[config.mk]
export PLATFORM = sky130hd
export DESIGN_NAME = alu_issue_ctrl
export DESIGN_NICKNAME = d
export VERILOG_FILES = /design/src/rtl/alu_issue_ctrl.sv
export SDC_FILE = /design/constraint.sdc
export NUM_CORES = 1
export LEC_CHECK = 0
export CORE_MARGIN = 2
export CORE_UTILIZATION = 40
export DETAILED_ROUTE_END_ITERATION = 7
export GPL_TIMING_DRIVEN = 1
export PLACE_DENSITY_LB_ADDON = 0.15
export SYNTH_ARGS = -nofsm -noshare
export SYNTH_HDL_FRONTEND = slang
export SYNTH_SLANG_ARGS = --single-unit
[constraint.sdc]
create_clock -name clock -period 4.2 [get_ports clock]
set_input_delay 0.42 -clock clock [delete_from_list [all_inputs] [get_ports clock]]
set_output_delay 0.42 -clock clock [all_outputs]
set_load 0.01 [all_outputs]
[src/rtl/alu_issue_ctrl.sv]
// ALU operand/opcode issue controller: request handshake, settle wait, result capture, HI/LO and halt.
// Optional: define ALU_DIV0_EN to short-circuit div-by-zero as an error response.
module alu_issue_ctrl #(
  parameter int SETTLE_LAT = 1,
  parameter int MULDIV_LAT = 4
) (
  input  logic        clock,
  input  logic        clear,
  input  logic        req_valid,
  output logic        req_ready,
  input  logic [4:0]  req_opcode,
  input  logic [31:0] req_a,
  input  logic [31:0] req_b,
  output logic        rsp_valid,
  input  logic        rsp_ready,
  output logic [31:0] rsp_result,
  output logic        rsp_err,
  output logic [31:0] hi_out,
  output logic [31:0] lo_out,
  output logic        halted,
  output logic [31:0] alu_a,
  output logic [31:0] alu_b,
  output logic [4:0]  alu_opcode,
  input  logic [63:0] alu_c
);
  localparam logic [2:0] IDLE   = 3'd0;
  localparam logic [2:0] ISSUE  = 3'd1;
  localparam logic [2:0] WAIT   = 3'd2;
  localparam logic [2:0] RESP   = 3'd3;
  localparam logic [2:0] HALTED = 3'd4;

  localparam logic [4:0] OP_MUL  = 5'b01110;
  localparam logic [4:0] OP_DIV  = 5'b01111;
  localparam logic [4:0] OP_MFHI = 5'b10111;
  localparam logic [4:0] OP_MFLO = 5'b11000;
  localparam logic [4:0] OP_NOP  = 5'b11001;
  localparam logic [4:0] OP_HALT = 5'b11010;

  localparam int MAX_LAT = (MULDIV_LAT > SETTLE_LAT) ? MULDIV_LAT : SETTLE_LAT;
  localparam int CNT_W   = (MAX_LAT > 1) ? $clog2(MAX_LAT) : 1;

  logic [2:0]       state;
  logic [4:0]       op_q;
  logic [31:0]      a_q, b_q;
  logic [CNT_W-1:0] cnt;
  logic [31:0]      hi_q, lo_q;

  logic        req_alu, req_div0, op_muldiv;
  logic [31:0] short_res;
  logic        short_err;

  always_comb begin
    req_alu = (req_opcode >= 5'b00011) && (req_opcode <= 5'b10001);
`ifdef ALU_DIV0_EN
    req_div0 = (req_opcode == OP_DIV) && (req_b == 32'd0);
`else
    req_div0 = 1'b0;
`endif
    short_res = 32'd0;
    short_err = 1'b0;
    case (req_opcode)
      OP_MFHI:         short_res = hi_q;
      OP_MFLO:         short_res = lo_q;
      OP_NOP, OP_HALT: short_err = 1'b0;
      default:         short_err = 1'b1;  // unsupported codes and trapped div-by-zero
    endcase
  end

  assign op_muldiv = (op_q == OP_MUL) || (op_q == OP_DIV);

  always_ff @(posedge clock) begin
    if (clear) begin
      state      <= IDLE;
      op_q       <= OP_NOP;
      a_q        <= 32'd0;
      b_q        <= 32'd0;
      cnt        <= '0;
      hi_q       <= 32'd0;
      lo_q       <= 32'd0;
      rsp_result <= 32'd0;
      rsp_err    <= 1'b0;
    end else begin
      case (state)
        IDLE: if (req_valid) begin
          op_q <= req_opcode;
          a_q  <= req_a;
          b_q  <= req_b;
          if (req_alu && !req_div0) begin
            state <= ISSUE;
          end else begin
            state      <= RESP;
            rsp_result <= short_res;
            rsp_err    <= short_err;
          end
        end
        ISSUE: begin
          cnt   <= op_muldiv ? CNT_W'(MULDIV_LAT - 1) : CNT_W'(SETTLE_LAT - 1);
          state <= WAIT;
        end
        WAIT: if (cnt == '0) begin
          rsp_result <= alu_c[31:0];
          rsp_err    <= 1'b0;
          if (op_muldiv) begin
            hi_q <= alu_c[63:32];
            lo_q <= alu_c[31:0];
          end
          state <= RESP;
        end else begin
          cnt <= cnt - 1'b1;
        end
        RESP: if (rsp_ready) state <= (op_q == OP_HALT) ? HALTED : IDLE;
        HALTED: state <= HALTED;
        default: state <= IDLE;
      endcase
    end
  end

  always_comb begin
    req_ready  = (state == IDLE);
    rsp_valid  = (state == RESP);
    halted     = (state == HALTED);
    hi_out     = hi_q;
    lo_out     = lo_q;
    alu_a      = 32'd0;
    alu_b      = 32'd0;
    alu_opcode = OP_NOP;
    if (state == ISSUE || state == WAIT) begin
      alu_a      = a_q;
      alu_b      = b_q;
      alu_opcode = op_q;
    end
  end
endmodule

# After elaboration in Yosys (flattened, before gate mapping)
# Cells that the tools add are included.
# Widths: inputs -> output; s select.
[classes] mul=0 reduce_logical=13 bitwise_logic=0 mux=22 magnitude_cmp=2 shifts=0 add_sub_neg=1 n_eq_ne=16 div=0
[op_table] cell="$mux 32" count=5
[op_table] cell="$pmux 32 s2" count=2
[op_table] cell="$eq 5x5->1 const B" count=5
[op_table] cell="$pmux 3 s5" count=1
[op_table] cell="$mux 3" count=4
[op_table] cell="$eq 5x4->1 const B" count=2
[op_table] cell="$ne 2x2->1 const B" count=4
[op_table] cell="$eq 3x2->1 const B" count=2
[op_table] cell="$mux 2" count=3
[op_table] cell="$reduce_and 3->1" count=2
[op_table] cell="$ge 5x2->1 const B" count=1
[op_table] cell="$le 5x5->1 const B" count=1
[op_table] cell="$mux 5" count=1
[op_table] cell="$mux 1" count=4
[op_table] cell="$pmux 2 s2" count=1
[op_table] cell="$reduce_and 2->1" count=2
[op_table] cell="$reduce_and 4->1" count=1
[op_table] cell="$reduce_bool 2->1" count=2
[op_table] cell="$reduce_or 4->1" count=1
[op_table] cell="$eq 3x1->1 const B" count=1
[op_table] cell="$eq 3x3->1 const B" count=1
[op_table] cell="$logic_not 3->1" count=1
[op_table] cell="$logic_not 2->1" count=1
[op_table] cell="$logic_or 1x1->1" count=2
[op_table] cell="other kinds (4)" count=4
[word_totals] mem_count=0 latch_bits=0 output_inout_bits=169 register_bits=171 ram_bits=0 in_bits=137 romBits=0 wordCells=63

# Logic depth before layout (Yosys ltp)
# Gate-level depths: netlist of run 1.
[logic_depth] ltp_word=6 ltp_mapped=9 mapped_depth_nobuf=6

# Worst setup path after synthesis of run 1
# OpenSTA, ideal clock, no wires.
[synth_timing] path_kind="register to output" startpoint="reg state[0]" endpoint="out alu_a[0]" path_slack_ns=2.405 n_path_buf=3 t_required_ns=3.780 path_stages_with_launch=7 arrival_ns=1.375 path_cell_list="dfxtp_1 -> buf_4 -> xnor2_1 -> nor2_1 -> buf_1 -> clkbuf_1 -> and2_1"
[synth_between] elab_chain_cells=3 elab_cells_between_ends=4 cone_classes="eq/ne (2); mux (1); reduce/logical (1)"
[synth_rtl] item="from (decl)" line="42" source="logic [2:0] state;"
[synth_rtl] item="from (signal assigned)" line="111" source="RESP: if (rsp_ready) state <= (op_q == OP_HALT) ? HALTED : IDLE;"
[synth_rtl] item="$eq 3x1->1 / $eq 3x2->1 (equally long branches)" line="127" source="if (state == ISSUE || state == WAIT) begin"
[synth_rtl] item="$logic_or 1x1->1 (*)" line="127"
[synth_rtl] item="$mux 32 (*)" line="127"
[synth_rtl] item="to (decl)" line="21" source="output logic [31:0] alu_a,"
# Every way passes the cells marked *; elsewhere a longest branch is shown, timed or not.

# Worst setup path after layout of run 1
[layout_timing] startpoint="reg state[0]" endpoint="out alu_b[23]"
[layout_between] elab_chain_cells=3 elab_cells_between_ends=4 cone_classes="eq/ne (2); mux (1); reduce/logical (1)"
[layout_rtl] item="$eq 3x1->1 / $eq 3x2->1 (equally long branches)" line="127"
[layout_rtl] item="$logic_or 1x1->1 (*)" line="127"
[layout_rtl] item="$mux 32 (*)" line="127"
[layout_rtl] item="to (decl)" line="22" source="output logic [31:0] alu_b,"
# Marked as above.

==> run summary, run 1 <==
total grt overflow: 0
share of post-route cells with drive strength above 1: 5.00%
fmax: 297 MHz
switching share of total power: 28.7%
ant diodes: 0
Post-CTS Resized: 0
fin cells: 1,505
Clock Path Buffers: 2
CTS sink cnt: 171
total number of vias: 7,968
commonest non-fill, non-tap cell in the layout: clkdlybuf4s50_1
Num CTS Buffers: 17
Crit. End Element: primary output
Worst Max-Slew Pin Slew: 1.04 ns
setup_tns: 0 ns
register area share after synthesis: 43.7%
Worst Path Buf+Inv: 2
Worst EP arrival: 2.95 ns
Clock transition at path regs: 0.06 ns
Post-synth EDFFs: 0
Setup-failing EPs final: 0
crit path to: alu_b[23]
hpwl dp: 16.3 mm
Max Fanout on Critical Path: 45
critical path class: reg2out
Initial Utilization: 40.5%
maxcap violations: 0
H-tree depth: 4
Synth warnings: 0
Worst R2R Start: state[2]
DP Worst Slack: 1.22 ns
worst path cell trace: xnor2_1 -> nor2_4 -> buf_4 -> and2_1 -> clkdlybuf4s50_1
gpl congestion: 0.770
Leakage: 0.00386 uW
Root Driver: clkbuf_16
CP Data Required Time: 3.78 ns
Die X: 144 um
GRT Overall Usage: 23.6%
die span in y: 144 um
status: complete, no violations
Post-synth ARST share: 0%
final hold slack: 0.257 ns
Setup Skew: 0.00775 ns
Nets: 1,365
worst-skew pair later-pin latency: 0.43 ns
Worst R2R Path Depth: 5
IO buf count: 305
iteration-0 DRC count of the detailed router: 316
most frequent cells in the layout: 304 x clkdlybuf4s50_1, 272 x nand2_1, 171 x dfxtp_1
Max VDD drop: 0.000303 V
largest net degree at the start of global routing: 102
r2r endpoint: rsp_result[19]
Top FF cell, synth: dfxtp_1
Synth Register Bits: 171
DR pass1 iterations: 5
highest-delay cell along the critical path: dfxtp_1
Post-CTS Setup Repair Bufs: 0
Post-CTS Hold Buffers: 0
CTS tree: done
fin crit period: 3.37 ns
clock network fraction of total power: 36.3%
post-synth cell types: 45
Mapped Nets: 1,125
vias per cell: 5.29
first-pass GRT wire length: 39.0 mm
worst min path class: in2reg
IO Count: 306
Hold Violations, Final: 0
DRT Wirelength: 25.3 mm
Die ar.: 20,700 um^2
Cell Rows: 51
final instance area: 11,500 um^2
DRC errors left: 0
Rel. slew slack: 30.6%
initial antenna violation count: 0
mapped cell area: 7840 um^2
fin. max-slew vios: 0
Cells after Synth: 987
total internal power: 2970 uW
core area: 19,300 um^2
Final WS setup: 0.833 ns
Critical Path Max Stage Delay: 0.66 ns
dpl cells: 1,473
Wirelength per Cell: 16.8 um
final period utilization: 80.2%
crit start category: register
Antenna Nets Post-Route: 0
r2r setup slk: 1.60 ns
CP Depth: 5
share of power burned in registers: 42.3%
dpl cell area: 11,000 um^2
critical path's top delay family: buffers and inverters
P_sw: 1200 uW
Comb pwr share: 21.4%
Area Growth Syn to Fin: 47.1%
vias in the first global route: 7,335
mean cell area of the mapped netlist: 7.94 um^2
unrepaired setup endpoints after global routing: false
Pwr per Cell Area: 361 nW/um^2
CP startpoint: state[0]
fill count: 1,832
[power groups by stage]
stage,registers (uW),logic (uW),clock network [uW]
global placement,1800,891,0
CTS,1770,902,1550
detailed placement,1800,898,0
finish,1770,890,1510
global route,1780,972,1620
floorplan,1800,483,0
[cell families (layout without fill, tap and decap cells)]
kind of cell / count (synthesis) / count (layout) / share of synthesized area (%)
AND/OR/NAND/NOR: 435 / 435 / 26.6
adder cells (fa/ha/maj): 1 / 1 / 0.160
AO/OA/AOI/OAI: 270 / 270 / 23.2
flip-flops: 171 / 171 / 43.7
buffers and inverters: 107 / 360 / 6.03
XOR/XNOR: 1 / 1 / 0.112
multiplexers: 2 / 2 / 0.255
[worst min path at each step]
stage	from	endpoint	slack, ns	cells after the start
after floorplan	a_q[0]	a_q[0]	0.43	2
after global placement	a_q[27]	a_q[27]	0.44	2
after detailed placement	b_q[18]	b_q[18]	0.44	2
after CTS	clear	b_q[22]	0.24	2
after global routing	clear	b_q[19]	0.27	2
final	clear	b_q[26]	0.26	2
[layer usage]
metal,wire length (um),global-route usage [%],share of wire [%],vias to the layer above
li1,-,-,-,3945
met1,10700,29.3,42,3743
met2,12000,39.6,47,248
met3,2120,7.19,8.4,32
met4,453,7.17,1.8,0
met5,0,0,0,-
[worst register-to-register path, cell delays in order, from the launching register on]
cell,delay [ns]
dfxtp_1,0.78
and4bb_2,0.38
buf_4,0.28
nor2_4,0.76
a2111o_1,0.23
o21ai_1,0.07
[synthesized netlist by cell type, types with 30 or more instances]
cell / number / area share (%)
a2111o_1: 32 / 4.6
a21oi_1: 133 / 8.5
a221oi_1: 32 / 3.6
a41oi_1: 32 / 3.6
and2_1: 67 / 5.3
buf_2: 36 / 2.3
clkbuf_1: 58 / 2.8
dfxtp_1: 171 / 44
nand2_1: 274 / 13
nor2_1: 36 / 1.7
nor4b_1: 33 / 3.7
o21ai_1: 30 / 1.9
[through the flow]
stage | total power (uW) | utilization (%)
after floorplan | 2280 | -
after global placement | 2690 | 56.8
after detailed placement | 2700 | 56.8
after CTS | 4220 | 59.7
after global routing | 4370 | 59.7
final | 4170 | 59.7
[area by class of cell]
class                           count  area, um^2  area share (%)
Sequential cell                   171        3420            29.7
Timing Repair Buffer              322        3190            27.7
Clock buffer                       23         468            4.06
Multi-Input combinational cell    709        4010            34.7
Inverter                            6        22.5           0.195
Clock inverter                      9        90.1           0.781
Tap cell                          265         332            2.87
[flip-flops by register name, summed over array words and instances (netlist names)]
name,count
a_q,32
b_q,32
hi_out,32
lo_out,32
rsp_result,32
op_q,5
state,3
cnt,2
rsp_err,1
(Power assumes the default switching activity.)
==> inputs of run 2 (changes only) <==
==> constraint.sdc (replaced) <==
create_clock -name clock -period 3.4 [get_ports clock]
set_input_delay 0.34 -clock clock [delete_from_list [all_inputs] [get_ports clock]]
set_output_delay 0.34 -clock clock [all_outputs]
set_load 0.01 [all_outputs]
==> run summary, run 2 (same netlist as run 1, synthesis figures left out) <==
Cell Rows: 51
core area: 19,300 um^2
P_sw: 1540 uW
switching share of total power: 29.9%
crit start category: register
Setup Skew: 0.00895 ns
min-delay src: clear
final period utilization: 90.9%
highest-delay cell along the critical path: dfxtp_1
worst-skew pair later-pin latency: 0.43 ns
total internal power: 3600 uW
vias in the first global route: 7,330
dpl cell area: 11,000 um^2
final instance area: 11,600 um^2
H-tree depth: 4
IO buf count: 305
die span in y: 144 um
fin crit period: 3.09 ns
Area Growth Syn to Fin: 47.6%
IO Count: 306
Post-CTS Resized: 0
Leakage: 0.00388 uW
share of power burned in registers: 42.5%
vias per cell: 5.32
gpl congestion: 0.743
Clock transition at path regs: 0.07 ns
critical path class: reg2out
initial antenna violation count: 0
DP Worst Slack: 0.594 ns
Worst R2R Start: state[2]
DR pass1 iterations: 5
Nets: 1,366
iteration-0 DRC count of the detailed router: 474
Max Fanout on Critical Path: 19
Pwr per Cell Area: 444 nW/um^2
commonest non-fill, non-tap cell in the layout: clkdlybuf4s50_1
Final WS setup: 0.309 ns
Worst Max-Slew Pin Slew: 1.14 ns
fill count: 1,786
share of post-route cells with drive strength above 1: 5.40%
CP startpoint: state[0]
GRT Overall Usage: 23.9%
Rel. slew slack: 23.9%
Initial Utilization: 40.5%
Num CTS Buffers: 17
Setup-failing EPs final: 0
Worst EP arrival: 2.75 ns
Crit. End Element: primary output
largest net degree at the start of global routing: 201
most frequent cells in the layout: 304 x clkdlybuf4s50_1, 272 x nand2_1, 171 x dfxtp_1
CP Data Required Time: 3.06 ns
setup_tns: 0 ns
Die X: 144 um
worst min path class: in2reg
status: complete, no violations
fin. max-slew vios: 0
worst path cell trace: xnor2_1 -> nor2_4 -> buf_4 -> and2_1 -> clkdlybuf4s50_1
first-pass GRT wire length: 39.6 mm
Critical Path Max Stage Delay: 0.66 ns
Clock Path Buffers: 2
DRC errors left: 0
Hold Violations, Final: 0
Max VDD drop: 0.000371 V
DRT Wirelength: 25.6 mm
CTS sink cnt: 171
CTS tree: done
fmax: 324 MHz
maxcap violations: 0
Root Driver: clkbuf_16
hpwl dp: 16.2 mm
unrepaired setup endpoints after global routing: false
ant diodes: 0
clock network fraction of total power: 35.7%
Comb pwr share: 21.9%
Antenna Nets Post-Route: 0
Post-CTS Setup Repair Bufs: 0
total number of vias: 8,008
Wirelength per Cell: 17.0 um
total grt overflow: 0
Die ar.: 20,700 um^2
run 2: critical path, delay by kind of cell (launching register included):
family        cells  cell delay [ns]
xor+xnor          1             0.31
simple gates      2             0.56
buf+inv           2             0.79
flops             1             0.66
run 2: layer usage:
| layer | up-vias | GRT usage (%) | share of wire (%) |
|---|---|---|---|
| met5 | - | 0 | 0 |
| li1 | 3953 | - | - |
| met2 | 269 | 38.0 | 46 |
| met4 | 0 | 7.28 | 1.6 |
| met3 | 29 | 7.58 | 9.2 |
| met1 | 3757 | 31.2 | 43 |
run 2: timing repair:
item,4_1_cts,5_1_grt
hold buffers,0,0
endpoints found under the setup margin,0,19
hold endpoints to repair,0,0
run 2: through the flow:
stage | util (%) | std cells | hold slack (ns) | total power (uW)
floorplan | - | 987 | 0.432 | 2820
global placement | 57.0 | 1473 | 0.438 | 3330
detailed placement | 57.0 | 1473 | 0.442 | 3350
CTS | 59.8 | 1505 | 0.410 | 5170
global route | 59.9 | 1506 | 0.448 | 5380
finish | 59.9 | 1506 | 0.421 | 5130
run 2: final cells by class:
type,instances,area (um^2),area share [%]
multi-input cells,710,4010,34.7
flip-flops and latches,171,3420,29.6
clock inverters,14,113,0.973
well taps,265,332,2.86
repair buffers,322,3230,27.9
clock buffers,18,439,3.79
inverters,6,22.5,0.195
run 2: final timing paths:
check                    end  slack, ns  cells after the start
setup / recovery   alu_a[18]       0.31                      5
hold / removal       op_q[4]       0.42                      3
setup reg to reg  lo_out[22]       0.80                      5
hold reg to reg       b_q[5]       0.45                      2
run 2: power by group through the flow:
stage / sequential [uW] / clock, uW / combinational (uW)
5_1_grt: 2190 / 1960 / 1230
2_1_floorplan: 2220 / 0 / 597
4_1_cts: 2180 / 1870 / 1120
3_3_place_gp: 2220 / 0 / 1110
3_5_place_dp: 2230 / 0 / 1120
6_report: 2180 / 1830 / 1120
==> variant 1, RTL diff (settings of run 2) <==
Build with the macro `ALU_DIV0_EN` defined.
--- a/src/rtl/alu_issue_ctrl.sv
+++ b/src/rtl/alu_issue_ctrl.sv
@@ -2,2 +2,4 @@
 // Optional: define ALU_DIV0_EN to short-circuit div-by-zero as an error response.
+`define ALU_DIV0_EN
+
 module alu_issue_ctrl #(
Behaviour: not the same (Yosys sat finds a counterexample within 4 cycles, from zero or initial values).
==> variant 1 against run 2 <==
Sequential share of layout area rose by 0.54 points; largest power group unchanged; register-to-register slack improved by 260 ps; global-route usage fell by 0.78 points; hold slack improved by 16 ps; total power rose by 1.7%; sequential cell count did not move; critical path type unchanged; setup slack improved by 89 ps; utilization rose by 1.1 points; synthesized area fell by 3.7%; via count fell by 7.2%; clock skew rose by 1.1 ps; wire length fell by 7.6%; design area fell by 1.8%.
==> variant 1: results (changes against run 2) <==
fmax 0.333 GHz (was 0.324 GHz); mux cell area share after synthesis 6.48% (was 0.255%); Synth cell types 39 (was 45); syn nets 1083 (was 1125); Reg2Reg Setup Slack 1060 ps (was 800 ps); Seq/Total Area, Yosys 45.3% (was 43.7%); CTS Root Buffer Type clkbuf_16 (unchanged); number of port buffers 305 (unchanged); Mean Syn Cell Area 7.99 sq um (was 7.94 sq um); Worst Hold Slack 438 ps (was 421 ps); Clock transition at path regs 70 ps (about the same); Worst Skew 10.0 ps (was 8.95 ps); IR drop worst, VDD 0.366 mV (was 0.371 mV); post-CTS setup buffer count 0 (unchanged); Slew HR 42.8% (was 23.9%); CTS Buf Count 17 (unchanged); Sw Pwr 1380 uW (was 1540 uW); vias per inst 5.11 (was 5.32); DP Worst Slack 753 ps (was 594 ps); Synth Area in Compound Gates 14.0% (was 23.2%); first-pass GRT wire length 37100 um (was 39600 um); CP peak stage delay 590 ps (was 660 ps); share of cells above drive strength 1 7.63% (was 5.40%); leakage 0.00408 uW (was 0.00388 uW); layout net count 1345 (was 1366); vias in the first global route 6996 (was 7330); Max stage delay cell, worst path dfxtp_1 (unchanged); crit-path max FO 27 (was 19); initial antenna violation count 0 (unchanged); Placement Cell Area 10800 sq um (was 11000 sq um); Synth Area in Adders 0.166% (was 0.160%); WP data arrival 2660 ps (was 2750 ps); DR vias 7432 (was 8008); First-pass DRT Iterations 4 (was 5); Total Routing Usage GR 23.2% (was 23.9%); largest net degree at the start of global routing 96 (was 201); xor/xnor share of the synthesized area 0.116% (was 0.112%); Critical Path Start state[1] (was state[0]); top cells by instance count after synthesis 272 x nand2_1, 171 x dfxtp_1, 134 x a21oi_1 (was 274 x nand2_1, 171 x dfxtp_1, 133 x a21oi_1); status finished clean (unchanged); Filler cells 1702 (was 1786); Routability Congestion 0.794 (was 0.743); dpl hpwl 16100 um (was 16200 um); largest cells by area after synthesis dfxtp_1 45%, nand2_1 14%, a21oi_1 8.9%, mux2_4 5.8%, and2_1 5.6% (was dfxtp_1 44%, nand2_1 13%, a21oi_1 8.5%, and2_1 5.3%, a2111o_1 4.6%); Iter 0 DRT Violations 317 (was 474); Yosys Warn Count 0 (unchanged); worst min-delay path class input port to register (unchanged); Seq pwr share 41.5% (was 42.5%); Post-Route WL 23700 um (was 25600 um); Clock Power 2000 uW (was 1830 uW); Inst Count DP 1422 (was 1473)
variant 1: changes by cell type after synthesis, moves of 3 or more:
| cell | change |
|---|---|
| mux2_4 | +29 |
| nor3_1 | +38 |
| nor2b_1 | +33 |
| o21ai_1 | -30 |
| buf_4 | -5 |
| mux2_2 | +3 |
| nor4_1 | +6 |
| nand3b_1 | +3 |
| nor4b_1 | -32 |
| buf_2 | -19 |
| a2111o_1 | -32 |
| a41oi_1 | -32 |
variant 1: layer usage:
| metal | share of wire [%] | track usage [%] | vias to the layer above | wire length (um) |
|---|---|---|---|---|
| met5 | 0 | 0 | - | 0 |
| met4 | 1.8 | 7.21 | 0 | 429 |
| met3 | 9.3 | 8.44 | 28 | 2210 |
| met2 | 46 | 37.7 | 271 | 10900 |
| met1 | 43 | 28.7 | 3461 | 10200 |
| li1 | - | - | 3672 | - |
variant 1: path summary, 6_finish.rpt:
check,end,depth (start not counted)
max,alu_a[10],5
max reg2reg,hi_out[0],5
min,lo_out[0],2
min reg2reg,b_q[3],2
variant 1: area by class of cell:
| cell class | count | area [sq um] | area share (%) |
|---|---|---|---|
| Clock buffer | 21 | 460 | 4.05 |
| Antenna cell | 1 | 2.50 | 0.0220 |
| Multi-Input combinational cell | 692 | 3800 | 33.5 |
| Timing Repair Buffer | 322 | 3230 | 28.4 |
| Inverter | 3 | 11.3 | 0.0991 |
| Sequential cell | 171 | 3420 | 30.1 |
| Clock inverter | 10 | 140 | 1.23 |
| Tap cell | 234 | 293 | 2.58 |
variant 1: stage by stage:
stage	util [%]	total power, uW
finish	61.0	5220
global route	61.0	5460
CTS	61.0	5280
detailed placement	57.7	3280
global placement	57.7	3270
floorplan	-	2770
==> variant 2, RTL diff (config.mk and constraints of run 2) <==
Without the edit above. Put one more register stage on the output `rsp_err`, without a reset. The value now appears one clock later. The other outputs are not delayed to match.
--- a/src/rtl/alu_issue_ctrl.sv
+++ b/src/rtl/alu_issue_ctrl.sv
@@ -41,2 +41,4 @@
 
+  logic rsp_err_s0;
+
   logic [2:0]       state;
@@ -80,3 +82,3 @@
       rsp_result <= 32'd0;
-      rsp_err    <= 1'b0;
+      rsp_err_s0 <= 1'b0;
     end else begin
@@ -92,3 +94,3 @@
             rsp_result <= short_res;
-            rsp_err    <= short_err;
+            rsp_err_s0 <= short_err;
           end
@@ -101,3 +103,3 @@
           rsp_result <= alu_c[31:0];
-          rsp_err    <= 1'b0;
+          rsp_err_s0 <= 1'b0;
           if (op_muldiv) begin
@@ -132,2 +134,6 @@
   end
+  always_ff @(posedge clock) begin
+    rsp_err <= rsp_err_s0;
+  end
+
 endmodule
Function: changed (Yosys sat finds a counterexample within 4 cycles, from zero or initial values).
==> variant 2 against run 2 <==
Total power down 0.56%; synthesized area up 0.26%; highest routed layer unchanged; design area about the same; wire length about the same; count of clock-buffer cells in the layout up 3; sequential cell count up 1; via count down 0.16%; setup slack better by 120 ps.
==> variant 2: results (changes against run 2) <==
first-pass GRT wire length 39800 um (was 39600 um); layout net count 1369 (was 1366); share of cells above drive strength 1 5.31% (was 5.40%); Post-Route WL 25700 um (was 25600 um); IR drop worst, VDD 0.348 mV (was 0.371 mV); top cells by instance count after synthesis 274 x nand2_1, 172 x dfxtp_1, 133 x a21oi_1 (was 274 x nand2_1, 171 x dfxtp_1, 133 x a21oi_1); met3 wire len 2360 um (was 2350 um); initial antenna violation count 1 (was 0); DR vias 7995 (was 8008); worst r2r src state[1] (was state[2]); crit-path max FO 66 (was 19); Worst Skew 9.41 ps (was 8.95 ps); Reg2Reg Setup Slack 770 ps (was 800 ps); Iter 0 DRT Violations 395 (was 474); Critical Path End alu_a[26] (was alu_a[18]); DP Worst Slack 799 ps (was 594 ps); dpl hpwl 16700 um (was 16200 um); status finished clean (unchanged); largest net degree at the start of global routing 103 (was 201); leakage 0.00387 uW (was 0.00388 uW); WP data arrival 2630 ps (was 2750 ps); vias in the first global route 7402 (was 7330); Synth Register Bits 172 (was 171); routed wl met2 11700 um (was 11800 um); M1 WL 11100 um (about the same); largest cells by area after synthesis dfxtp_1 44%, nand2_1 13%, a21oi_1 8.5%, and2_1 5.3%, a2111o_1 4.6% (unchanged); Inst Count DP 1477 (was 1473); syn nets 1126 (was 1125)
variant 2: changes by cell type in the layout (fill, tap and decap cells not counted):
cell,delta
buf_4,+5
buf_12,-2
nor2_2,-1
clkinv_2,-2
inv_6,-2
clkinvlp_4,+2
dfxtp_1,+1
clkbuf_1,+3
inv_8,-1
variant 2: layout make-up:
type                       count  area (sq um)
fill                        1816          7830
multi-input combinational    709          4010
sequential                   172          3440
timing repair buffer         325          3230
clock buffer                  21           450
tap                          265           332
clock inverter                11          88.8
inverter                       6          22.5
variant 2: kinds of logic after synthesis:
| family | after synthesis | synth area share, % |
|---|---|---|
| XOR/XNOR | 1 | 0.111 |
| adder cells (fa/ha/maj) | 1 | 0.159 |
| buffers and inverters | 107 | 6.02 |
| AO/OA/AOI/OAI | 270 | 23.1 |
| flip-flops | 172 | 43.8 |
| multiplexers | 2 | 0.255 |
| AND/OR/NAND/NOR | 435 | 26.5 |
variant 2: worst min-delay path by stage:
stage                     cells past startpoint    endpoint  slack [ps]       start
final                                         2  hi_out[27]         170       clear
after floorplan                               0     rsp_err         330  rsp_err_s0
after CTS                                     2  hi_out[27]         150       clear
after global routing                          2  hi_out[27]         160       clear
after detailed placement                      0     rsp_err         340  rsp_err_s0
after global placement                        0     rsp_err         340  rsp_err_s0
variant 2: power by group:
part / switching, uW / internal, uW
Sequential: 73.6 / 2130
Combinational: 594 / 511
Clock: 837 / 963
variant 2: routing by layer:
layer,vias up,track usage (%)
met5,-,0
met4,0,7.15
met3,31,7.25
met2,281,38.6
met1,3745,31.2
li1,3938,-
variant 2: critical path, stage by stage (launching register included):
cell and delay [ps]:
dfxtp_1 660, xnor2_1 250, nor2_4 110, buf_4 420, and2_1 200, clkdlybuf4s50_1 540
variant 2: per-stage QoR:
step | total power, uW | cell area [sq um]
after floorplan | 2830 | 7860
after global placement | 3340 | 11000
after detailed placement | 3360 | 11000
after CTS | 5150 | 11600
after global routing | 5350 | 11600
final | 5100 | 11600
